## src/rtl/serial_pkg.sv

```systemverilog
// Shared types and helpers for the serial word receiver.
// No logic, no latency.
// No flow control.
package serial_pkg;

  // Framing states; PARITY is only reachable when the parity bit is enabled.
  typedef enum logic [1:0] {
    IDLE   = 2'd0,
    SHIFT  = 2'd1,
    PARITY = 2'd2
  } state_t;

  // Bit counter must be able to hold the value DATA_W itself.
  function automatic int cnt_w(input int data_w);
    return $clog2(data_w + 1);
  endfunction

endpackage

```

## src/rtl/serial_hold_buf.sv

```systemverilog
// One-entry holding register for received words with sticky overrun flag.
// Latency: a loaded word is visible on the cycle after load.
// Backpressure: a load while full and not draining is dropped and sets overrun.
module serial_hold_buf
  import serial_pkg::*;
#(
  parameter int W = 8
) (
  input  logic         clk,
  input  logic         rst,
  input  logic         load,
  input  logic [W-1:0] din,
  output logic [W-1:0] dout,
  output logic         valid,
  input  logic         ready,
  output logic         overrun,
  input  logic         clr_ovr
);

  logic take;
  logic drop;

  // A new word fits if the slot is empty or is being handed off this cycle.
  assign take = load && (!valid || ready);
  assign drop = load && !take;

  // Slot contents and valid flag; dout keeps its last value after a handoff.
  always_ff @(posedge clk or negedge rst) begin
    if (!rst) begin
      dout  <= '0;
      valid <= 1'b0;
    end else if (take) begin
      dout  <= din;
      valid <= 1'b1;
    end else if (valid && ready) begin
      valid <= 1'b0;
    end
  end

  // Sticky overrun; a drop in the same cycle wins over a clear.
  always_ff @(posedge clk or negedge rst) begin
    if (!rst) begin
      overrun <= 1'b0;
    end else if (drop) begin
      overrun <= 1'b1;
    end else if (clr_ovr) begin
      overrun <= 1'b0;
    end
  end

endmodule

```

## src/rtl/serial_deser.sv

```systemverilog
// Serial-to-parallel receiver: ena-qualified bits framed by sync; optional parity bit via SERIAL_DESER_PARITY_EN.
// Latency: word valid one cycle after the ena cycle that sampled its last bit.
// Backpressure: one-entry valid/ready buffer; words arriving while it is full are dropped (sticky overrun).
module serial_deser
  import serial_pkg::*;
#(
  parameter int DATA_W    = 8,
  parameter bit MSB_FIRST = 1'b1
) (
  input  logic              clk,
  input  logic              rst,
  input  logic              ena,
  input  logic              sync,
  input  logic              in,
  output logic [DATA_W-1:0] out_data,
  output logic              out_valid,
  input  logic              out_ready,
  output logic              busy,
  output logic              overrun,
  input  logic              clr_ovr
`ifdef SERIAL_DESER_PARITY_EN
  ,
  output logic              parity_err
`endif
);

  localparam int CW = cnt_w(DATA_W);
`ifdef SERIAL_DESER_PARITY_EN
  localparam int PW = DATA_W + 1;
`else
  localparam int PW = DATA_W;
`endif

  state_t            state, state_nxt;
  logic [CW-1:0]     cnt, cnt_nxt;
  logic [DATA_W-1:0] shreg, shreg_nxt, shin;
  logic              done;
  logic [PW-1:0]     payload;
  logic [PW-1:0]     held;

  // Shift register contents after taking in the current bit.
  generate
    if (DATA_W == 1) begin : g_shin_1
      assign shin = in;
    end else if (MSB_FIRST) begin : g_shin_msb
      assign shin = {shreg[DATA_W-2:0], in};
    end else begin : g_shin_lsb
      assign shin = {in, shreg[DATA_W-1:1]};
    end
  endgenerate

  // Word handed to the buffer: parity flag rides on top of the data when enabled.
`ifdef SERIAL_DESER_PARITY_EN
  assign payload = {(^shreg) ^ in, shreg};
`else
  assign payload = shin;
`endif

  // Framing next-state: sync restarts a word from any state and beats completion.
  always_comb begin
    state_nxt = state;
    cnt_nxt   = cnt;
    shreg_nxt = shreg;
    done      = 1'b0;
    if (ena && sync) begin
      shreg_nxt = shin;
      if (DATA_W == 1) begin
`ifdef SERIAL_DESER_PARITY_EN
        state_nxt = PARITY;
        cnt_nxt   = CW'(1);
`else
        state_nxt = IDLE;
        cnt_nxt   = '0;
        done      = 1'b1;
`endif
      end else begin
        state_nxt = SHIFT;
        cnt_nxt   = CW'(1);
      end
    end else if (ena) begin
      case (state)
        SHIFT: begin
          shreg_nxt = shin;
          cnt_nxt   = cnt + CW'(1);
          if (cnt_nxt == CW'(DATA_W)) begin
`ifdef SERIAL_DESER_PARITY_EN
            state_nxt = PARITY;
`else
            state_nxt = IDLE;
            cnt_nxt   = '0;
            done      = 1'b1;
`endif
          end
        end
        PARITY: begin
          state_nxt = IDLE;
          cnt_nxt   = '0;
`ifdef SERIAL_DESER_PARITY_EN
          done      = 1'b1;
`endif
        end
        default: ;
      endcase
    end
  end

  // Framing state, counter, shifter and busy flag.
  always_ff @(posedge clk or negedge rst) begin
    if (!rst) begin
      state <= IDLE;
      cnt   <= '0;
      shreg <= '0;
      busy  <= 1'b0;
    end else begin
      state <= state_nxt;
      cnt   <= cnt_nxt;
      shreg <= shreg_nxt;
      busy  <= (state_nxt != IDLE);
    end
  end

  serial_hold_buf #(
    .W (PW)
  ) u_hold (
    .clk     (clk),
    .rst     (rst),
    .load    (done),
    .din     (payload),
    .dout    (held),
    .valid   (out_valid),
    .ready   (out_ready),
    .overrun (overrun),
    .clr_ovr (clr_ovr)
  );

  assign out_data = held[DATA_W-1:0];
`ifdef SERIAL_DESER_PARITY_EN
  assign parity_err = held[DATA_W];
`endif

endmodule

```

## config.mk

```make
export PLATFORM = sky130hd
export DESIGN_NAME = serial_deser
export DESIGN_NICKNAME = d
export VERILOG_FILES = /design/src/rtl/serial_pkg.sv /design/src/rtl/serial_hold_buf.sv /design/src/rtl/serial_deser.sv
export SDC_FILE = /design/constraint.sdc
export NUM_CORES = 1
export LEC_CHECK = 0
export ABC_AREA = 1
export BUFFER_PORTS_ARGS = -buffer_cell sky130_fd_sc_hd__buf_4
export CAP_MARGIN = 20
export CORE_ASPECT_RATIO = 0.9
export CORE_MARGIN = 10
export CORE_UTILIZATION = 45
export CTS_BUF_LIST = sky130_fd_sc_hd__clkbuf_8
export CTS_CLUSTER_DIAMETER = 120
export DETAILED_ROUTE_END_ITERATION = 8
export HOLD_SLACK_MARGIN = 0.05
export MAX_ROUTING_LAYER = met4
export PLACE_DENSITY_LB_ADDON = 0.12
export SYNTH_ARGS = -nofsm -noshare
export SYNTH_HDL_FRONTEND = slang
export SYNTH_SLANG_ARGS = --single-unit
```

## constraint.sdc

```tcl
create_clock -name clk -period 1.6 [get_ports clk]
set_input_delay 0 -clock clk [delete_from_list [all_inputs] [get_ports clk]]
set_output_delay 0 -clock clk [all_outputs]
set_load 0.05 [all_outputs]
```

==> impl_metrics.csv, run 1 <==
group,metric,value,unit
global_route,grt_antenna_before_repair,0,
floorplan,num_rows,16,
floorplan,start_util,48.9,%
floorplan,pin_count,18,
clock_network,clk_latency,260,ps
sta,rsz0062_at_grt,"false",
setup_path,path_cells,"ha_1 -> nand2_1 -> inv_1 -> nand3_4 -> nor2_8 -> nand2_4 -> nand2_1 -> nand2_1",
routing,drtAntennaViolNets,0,
clock_network,h-tree-depth,1,
final_layout,drive_above_1_share,19.9,%
synth,synth_top_area_cell,"dfrtp_1",
synth,synth-edff-count,0,
floorplan,dieArea,4810,µm²
setup_path,end_kind,"flip-flop",
global_route,grt_max_degree,25,
final_layout,nets,159,
global_route,grtUsageTotal,9.15,%
power,p_seq_share,44.6,%
synth,synth_most_common_cell,"nand2_1",
synth,synth.net_count,132,
sta,max_freq,723,MHz
sta,finalSetupViolCount,0,
synth,ys_seq_area_share,54.8,%
synth,avgSynthCellArea,9.06,µm²
final_layout,areaGrowthSynthToFinish,23.3,%
routing,wire_per_inst,11.8,µm
sta,slew_headroom,80.3,%
power,pwr-share-clk,15.6,%
global_route,grt_overflow,0,
power,power_density,1600,nW/µm²
power,switching_share,41.7,%
setup_path,start_kind,"flip-flop",
sta,fin_tns_setup,0,ps
synth,syn_area,1100,µm²
synth,synthDistinctLibCells,21,
status,status,"finished, final reports clean",
synth,async_flop_share,100,%
clock_network,cts.clk_slew.worst_paths,80,ps
clock_network,postCtsSetupRepairBufs,0,
floorplan,coreArea,2240,µm²
placed_design,io_buffers,17,
clock_network,cts_sinks,24,
sta,period_needed,1380,ps
power,p_switching,902,µW
clock_network,cts_buffer_depth,2,
sta,worst_pin_slew,295,ps
synth,synth-warning-count,0,
setup_path,worstPathArrival,1530,ps
placed_design,place_hpwl,1620,µm
global_route,grt_pass1_vias,794,
routing,routed_wl,2040,µm
setup_path,critPathSlowestCell,"dfrtp_1",
min_path,hp-class,"in -> reg",
setup_path,crit_top_cell,"nand2_1",
routing,dr.pass1.iters,4,
synth,synth_top_flop_cell,"dfrtp_1",
floorplan,die_w,72.0,µm
synth,synth_common_cells,"32 x nand2_1, 24 x dfrtp_1, 14 x inv_1",
power,comb_power_share,39.8,%
sta,slew_viol_final,0,
sta,hold_slack,63.1,ps
routing,num_vias,830,
sta,fin_crit_sh,86.5,%
sta,skew,3.10,ps
routing,viasPerCell,4.80,
synth,syn_inst,121,
floorplan,die-height,66.8,µm
setup_path,cp_max_fo,10,
power,p_int,1260,µW
clock_network,cts_tree,"done",
setup_path,setup.worst_path.class,"reg -> reg",
sta,finalHoldViolCount,0,
placed_design,place.gp.congestion,0.815,
clock_network,cts-root-buf,"clkbuf_8",
global_route,grt_first_pass_wirelength,3480,µm
synth,synth-seq-cells,24,
power,p_leak,0.000735,µW
setup_path,critPathMaxStageDelay,420,ps
clock_network,cts_inserted_buffers,3,
setup_path,required,1750,ps
synth,synth_top_area_share,54.8,%
power,peakVddDrop,1150,µV
job,cap_violations,0,
power,p_total,2160,µW
synth,netlist_top_cells_area,"dfrtp_1 55%, nand2_1 11%, nand3_1 5.0%, inv_1 4.8%, ha_1 4.6%",
routing,drc_errors,0,
final_layout,diodes,0,
routing,drt_iter0_drc,31,
path summary, 6_finish.rpt:
kind,startpoint,end,slack [ps],cells past startpoint
min reg2reg,u_hold.dout[5]$_DFFE_PN0P_,u_hold.dout[5]$_DFFE_PN0P_,480,2
max reg2reg,cnt[0]$_DFFE_PN0P_,u_hold.dout[2]$_DFFE_PN0P_,220,8
max in group asynchronous,rst,shreg[2]$_DFFE_PN0P_,1210,2
min in group asynchronous,rst,cnt[2]$_DFFE_PN0P_,160,2
min,ena,state[0]$_DFF_PN0_,60,3
max,cnt[0]$_DFFE_PN0P_,u_hold.dout[2]$_DFFE_PN0P_,220,8
layer usage:
| metal | vias to the layer above | track usage (%) | share of wire (%) |
|---|---|---|---|
| li1 | 433 | - | - |
| met1 | 378 | 10.9 | 52 |
| met2 | 17 | 13.8 | 41 |
| met3 | 2 | 4.15 | 5.6 |
| met4 | 0 | 2.17 | 0.83 |
| met5 | - | - | 0 |
registers in the layout (all words and copies together) (netlist names):
| signal | cells |
|---|---|
| u_hold.overrun | 1 |
| shreg | 7 |
| busy | 1 |
| cnt | 4 |
| u_hold.valid | 1 |
| state | 2 |
| u_hold.dout | 8 |
critical path, delay by kind of cell, from the launching register on:
| kind | cells | cell delay, ps |
|---|---|---|
| flops | 1 | 420 |
| simple gates | 6 | 580 |
| fa+ha+maj | 1 | 180 |
| buf+inv | 1 | 90 |
cells by family (layout without fill, tap and decap cells):
logic type | after synthesis | in the layout | synth area share [%]
adder cells (fa/ha/maj) | 4 | 4 | 4.57
AO/OA/AOI/OAI | 14 | 14 | 6.51
AND/OR/NAND/NOR | 61 | 61 | 27.2
buffers and inverters | 17 | 42 | 5.93
flip-flops | 24 | 24 | 54.8
multiplexers | 1 | 1 | 1.03
final cells by class:
class / instances / area, µm²
repair buffers: 23 / 185
inverters: 16 / 60.1
flip-flops and latches: 24 / 601
well taps: 27 / 33.8
clock buffers: 3 / 41.3
fillers: 209 / 891
multi-input cells: 80 / 430
layout by cell type, fill, tap and decap left out, drive strengths merged:
master / count
nor2: 11
o21ai: 6
dfrtp: 24
a31oi: 1
clkbuf: 3
mux2: 1
clkinv: 1
ha: 4
nand2: 35
nand4: 1
nand3: 13
a21oi: 7
dlygate4sd3: 5
inv: 15
buf: 18
nand3b: 1
per-stage QoR:
stage / instance area (µm²) / util, % / instances / setup slack [ps]
6_report: 1350 / 60.3 / 173 / 217
5_1_grt: 1350 / 60.3 / 173 / 91.8
4_1_cts: 1350 / 60.3 / 173 / 211
3_5_place_dp: 1260 / 56.2 / 165 / 231
3_3_place_gp: 1260 / 56.2 / 165 / 248
2_1_floorplan: 1100 / - / 121 / 214
repair_timing:
action,4_1_cts,5_1_grt
resized for setup,0,0
hold buffers,5,0
endpoints found under the hold margin,30,0
endpoints found under the setup margin,0,0
power by group through the flow:
| stage | Combinational [µW] | Sequential, µW | Clock, µW |
|---|---|---|---|
| final | 862 | 966 | 337 |
| after global routing | 945 | 993 | 379 |
| after CTS | 881 | 964 | 353 |
| after detailed placement | 870 | 976 | 0 |
| after global placement | 865 | 970 | 0 |
| after floorplan | 324 | 1240 | 0 |
Note: power is estimated with default switching activity, not from simulation.
==> inputs of run 2 (changes only) <==
==> constraint.sdc (replaced) <==
create_clock -name clk -period 1.6 [get_ports clk]
set_input_delay 0.24 -clock clk [delete_from_list [all_inputs] [get_ports clk]]
set_output_delay 0.24 -clock clk [all_outputs]
set_load 0.05 [all_outputs]
==> run 2 against run 1 <==
  * Cell count fell by 2.3%
  * Die area unchanged
  * Worst hold slack gained 110 ps
  * Critical endpoint unchanged
  * Setup slack gained 0.78 ps
  * Sequential share of layout area up 1.4 points
  * First-iteration DRC count shrank 26%
  * Global-route usage down 0.069 points
  * Maximum frequency is essentially flat
  * Highest routed layer unchanged
  * Non-clock buffer count fell by 4
  * Sequential power barely moved
==> impl_metrics.csv, run 2 (synthesis results as in run 1) <==
group,metric,value,unit
setup_path,r2r_slack,220,ps
global_route,grt_first_pass_wirelength,3460,µm
setup_path,path_cells,"ha_1 -> nand2_1 -> inv_1 -> nand3_4 -> nor2_8 -> nand2_4 -> nand2_1 -> nand2_1",
sta,slew_viol_final,0,
final_layout,n_fill_cell,211,
final_layout,diodes,0,
sta,hold_slack,172,ps
min_path,hp-class,"in -> reg",
floorplan,die_w,72.0,µm
setup_path,reg2reg_depth,8,
setup_path,setup.worst_path.class,"reg -> reg",
global_route,grt_antenna_before_repair,0,
final_layout,final_common_cell,"nand2_1",
sta,fin_crit_sh,86.4,%
final_layout,mostFrequentLayoutCells,"32 x nand2_1, 24 x dfrtp_1, 18 x buf_4",
clock_network,clk_latency,260,ps
setup_path,required,1750,ps
global_route,grtUsageTotal,9.08,%
final_layout,nets,155,
clock_network,cts-root-buf,"clkbuf_8",
routing,wire_per_inst,12.0,µm
final_layout,regMostFlops,"u_hold.dout",
power,p_leak,0.000718,µW
setup_path,reg2reg_from,"cnt[0]$_DFFE_PN0P_",
floorplan,dieArea,4810,µm²
routing,num_vias,812,
sta,max_freq,723,MHz
setup_path,end_kind,"flip-flop",
setup_path,critPathSlowestCell,"dfrtp_1",
global_route,grt_max_degree,25,
final_layout,drive_above_1_share,20.4,%
placed_design,io_buffers,17,
clock_network,cts_sinks,24,
job,cap_violations,0,
final_layout,areaGrowthSynthToFinish,19.6,%
clock_network,cts.clk_slew.worst_paths,80,ps
routing,drc_errors,0,
routing,routed_wl,2020,µm
setup_path,start_kind,"flip-flop",
status,status,"finished, final reports clean",
min_path,worstHoldPathCells,2,
sta,finalSetupViolCount,0,
sta,rsz0062_at_grt,"false",
setup_path,worstPathArrival,1530,ps
sta,slew_headroom,80.3,%
clock_network,cts_inserted_buffers,3,
floorplan,die-height,66.8,µm
final_layout,layout.cells.non_filler,169,
global_route,grt_pass1_vias,779,
floorplan,pin_count,18,
setup_path,r2r_end,"u_hold.dout[2]$_DFFE_PN0P_",
setup_path,cp_top_family,"simple AND/OR/NAND/NOR gates",
routing,dr.pass1.iters,4,
floorplan,start_util,48.9,%
sta,fin_tns_setup,0,ps
final_layout,reg_top3,"u_hold.dout x8, shreg x7, cnt x4",
min_path,hp-start,"clr_ovr",
placed_design,place_hpwl,1620,µm
sta,skew,3.14,ps
routing,drtAntennaViolNets,0,
setup_path,crit_buf_inv,1,
routing,viasPerCell,4.80,
floorplan,num_rows,16,
power,power_density,1650,nW/µm²
sta,worst_pin_slew,295,ps
clock_network,cts_buffer_depth,2,
placed_design,place.gp.congestion,0.815,
min_path,hold_end,"u_hold.overrun$_DFFE_PN0P_",
global_route,grt_overflow,0,
setup_path,cp_max_fo,10,
clock_network,cts_tree,"done",
sta,finalHoldViolCount,0,
routing,drt_iter0_drc,23,
final_layout,largest_reg_flops,8,
setup_path,crit_top_cell,"nand2_1",
floorplan,coreArea,2240,µm²
setup_path,critPathMaxStageDelay,420,ps
sta,period_needed,1380,ps
power,peakVddDrop,1150,µV
placed_design,dp_cells,165,
clock_network,h-tree-depth,1,
[run 2: cell type report]
type / count / area, µm² / area share (%)
tap: 27 / 33.8 / 2.58
multi-input combinational: 80 / 430 / 32.8
timing repair buffer: 19 / 145 / 11.1
inverter: 16 / 60.1 / 4.58
sequential: 24 / 601 / 45.8
clock buffer: 3 / 41.3 / 3.15
[run 2: where the power goes]
part           total, µW  switching [µW]  internal (µW)  leakage [µW]
Combinational        855             578            276      0.000396
Clock                337             169            168     0.0000216
Sequential           966             153            813      0.000301
[run 2: how the worst max path moves through the flow]
stage                        startpoint                         end  slack (ps)  cells past startpoint
3_3_place_gp         state[1]$_DFF_PN0_  u_hold.dout[2]$_DFFE_PN0P_         250                      7
6_report             cnt[0]$_DFFE_PN0P_  u_hold.dout[2]$_DFFE_PN0P_         220                      8
4_1_cts              cnt[0]$_DFFE_PN0P_  u_hold.dout[2]$_DFFE_PN0P_         210                      8
5_1_grt              cnt[0]$_DFFE_PN0P_  u_hold.dout[2]$_DFFE_PN0P_          90                      8
2_1_floorplan  u_hold.valid$_DFFE_PN0P_  u_hold.dout[0]$_DFFE_PN0P_         210                      6
3_5_place_dp         state[1]$_DFF_PN0_  u_hold.dout[2]$_DFFE_PN0P_         230                      7
[run 2: what timing repair did]
| item | CTS | global route |
|---|---|---|
| gates resized for setup | 0 | 0 |
| buffers inserted | 0 | 0 |
| endpoints found under the hold margin | 24 | 0 |
| hold buffers | 1 | 0 |
[run 2: stage by stage]
| step | total power, µW | worst slack [ps] | utilization, % | cell area (µm²) |
|---|---|---|---|---|
| 6_report | 2160 | 217 | 58.5 | 1310 |
| 5_1_grt | 2310 | 91.8 | 58.5 | 1310 |
| 4_1_cts | 2190 | 211 | 58.5 | 1310 |
| 3_5_place_dp | 1850 | 231 | 56.2 | 1260 |
| 3_3_place_gp | 1840 | 248 | 56.2 | 1260 |
| 2_1_floorplan | 1570 | 214 | - | 1100 |
[run 2: layer usage]
| metal | up-vias | part of all wire, % | track usage [%] |
|---|---|---|---|
| met3 | 2 | 6.7 | 4.30 |
| met4 | 0 | 0.84 | 2.17 |
| met5 | - | 0 | - |
| met1 | 368 | 51 | 10.8 |
| li1 | 425 | - | - |
| met2 | 17 | 42 | 13.5 |
==> inputs of run 3 (changes only) <==
--- a/config.mk
+++ b/config.mk
@@ -10,13 +10,12 @@
 export CAP_MARGIN = 20
 export CORE_ASPECT_RATIO = 0.9
 export CORE_MARGIN = 10
-export CORE_UTILIZATION = 45
+export CORE_UTILIZATION = 55
 export CTS_BUF_LIST = sky130_fd_sc_hd__clkbuf_8
 export CTS_CLUSTER_DIAMETER = 120
 export DETAILED_ROUTE_END_ITERATION = 8
 export HOLD_SLACK_MARGIN = 0.05
-export MAX_ROUTING_LAYER = met4
-export PLACE_DENSITY_LB_ADDON = 0.12
+export PLACE_DENSITY = 0.78
 export SYNTH_ARGS = -nofsm -noshare
 export SYNTH_HDL_FRONTEND = slang
 export SYNTH_SLANG_ARGS = --single-unit
==> run 3 against run 2 <==
  * Maximum frequency down 3.2%
  * Via count increased by 3.8%
  * Worst hold slack got worse by 21 ps
  * Largest cell class unchanged
==> impl_metrics.csv, run 3 (synthesis results as in run 1) <==
group,metric,value,unit
clock_network,cts_hold_buf,1,
sta,period_needed,1430,ps
clock_network,cts.clk_slew.worst_paths,80,ps
routing,drt_iter0_drc,18,
setup_path,start_kind,"flip-flop",
global_route,grt_max_degree,25,
power,power_density,1770,nW/µm²
power,peakVddDrop,944,µV
final_layout,regMostFlops,"u_hold.dout",
final_layout,areaGrowthSynthToFinish,22.1,%
floorplan,dieArea,4180,µm²
clock_network,cts_buffer_depth,2,
routing,wire_per_inst,12.7,µm
final_layout,nets,155,
floorplan,start_util,57.3,%
setup_path,end_kind,"flip-flop",
sta,fin_tns_setup,0,ps
clock_network,cts_inserted_buffers,3,
setup_path,required,1760,ps
final_layout,drive_above_1_share,21.0,%
sta,fin_crit_sh,89.2,%
status,status,"finished, final reports clean",
routing,drc_errors,0,
final_layout,seqCellArea,601,µm²
clock_network,cts-root-buf,"clkbuf_8",
clock_network,clk_latency,260,ps
clock_network,h-tree-depth,1,
placed_design,io_buffers,17,
min_path,hp-class,"in -> reg",
final_layout,largest_reg_flops,8,
sta,finalHoldViolCount,0,
final_layout,reg_top3,"u_hold.dout x8, shreg x7, cnt x4",
final_layout,mostFrequentLayoutCells,"32 x nand2_1, 24 x dfrtp_1, 18 x buf_4",
final_layout,multi_input_area,430,µm²
setup_path,cp_max_fo,10,
sta,finalSetupViolCount,0,
global_route,grtUsageTotal,11.1,%
setup_path,worstPathArrival,1590,ps
global_route,grt_first_pass_wirelength,3790,µm
sta,max_freq,700,MHz
clock_network,cts_sinks,24,
final_layout,n_fill_cell,150,
routing,dr.pass1.iters,4,
floorplan,die_w,67.1,µm
sta,rsz0062_at_grt,"false",
global_route,grt_antenna_before_repair,0,
sta,skew,2.68,ps
global_route,grt_pass1_vias,885,
routing,routed_wl,2130,µm
floorplan,die-height,62.4,µm
floorplan,num_rows,15,
clock_network,postCtsSetupRepairBufs,0,
final_layout,final_common_cell,"nand2_1",
final_layout,final_core_util,69.9,%
placed_design,place.gp.congestion,0.805,
routing,drtAntennaViolNets,0,
setup_path,setup.worst_path.class,"reg -> reg",
job,cap_violations,0,
routing,num_vias,843,
clock_network,ctsResizeCount,0,
global_route,grt_overflow,0,
sta,slew_viol_final,0,
final_layout,diodes,0,
floorplan,pin_count,18,
clock_network,cts_tree,"done",
power,p_leak,0.000732,µW
sta,worst_pin_slew,291,ps
floorplan,coreArea,1910,µm²
routing,viasPerCell,5.02,
sta,slew_headroom,80.5,%
placed_design,place_hpwl,1630,µm
==> run 3: critical path, cell delays in order, from the launching register on <==
cell	delay, ps
dfrtp_1	420
ha_1	190
nand2_1	80
inv_1	100
nand3_4	110
nor2_8	180
nand2_4	110
nand2_1	80
nand2_1	50
==> run 3: worst paths after layout <==
check | from | end | slack (ps) | cells after the start
setup reg to reg | cnt[0]$_DFFE_PN0P_ | u_hold.dout[2]$_DFFE_PN0P_ | 170 | 8
hold reg to reg | u_hold.dout[7]$_DFFE_PN0P_ | u_hold.dout[7]$_DFFE_PN0P_ | 480 | 2
max in group asynchronous | rst | state[1]$_DFF_PN0_ | 970 | 2
setup / recovery | cnt[0]$_DFFE_PN0P_ | u_hold.dout[2]$_DFFE_PN0P_ | 170 | 8
hold / removal | clr_ovr | u_hold.overrun$_DFFE_PN0P_ | 150 | 2
min in group asynchronous | rst | cnt[2]$_DFFE_PN0P_ | 400 | 2
==> run 3: report_power, final <==
group | leakage (µW) | internal, µW | switching [µW]
combinational | 0.000396 | 278 | 600
clock | 0.0000357 | 334 | 191
sequential | 0.000301 | 812 | 151
total | 0.000732 | 1420 | 942
==> run 3: cell type report <==
cell class / instances / share of cell area, %
clock buffers: 3 / 3.08
flip-flops and latches: 24 / 44.9
well taps: 25 / 2.34
repair buffers: 19 / 10.8
inverters: 16 / 4.49
multi-input cells: 80 / 32.1
clock inverters: 1 / 2.24
==> run 3: through the flow <==
stage	total power [µW]	worst slack [ps]	hold WS, ps	instance area, µm²	std cells
after floorplan	1570	214	-55.6	1100	121
after global placement	1820	257	151	1260	163
after global routing	2510	54.0	162	1340	168
after detailed placement	1850	176	153	1260	163
after CTS	2390	162	147	1340	168
final	2370	172	151	1340	168
==> run 3: per-layer routing <==
layer,track usage (%),vias to the layer above,wire length [µm]
met5,0,-,0
met4,5.90,0,53
met3,4.30,7,149
met2,16.1,18,927
met1,13.7,389,999
li1,-,429,-
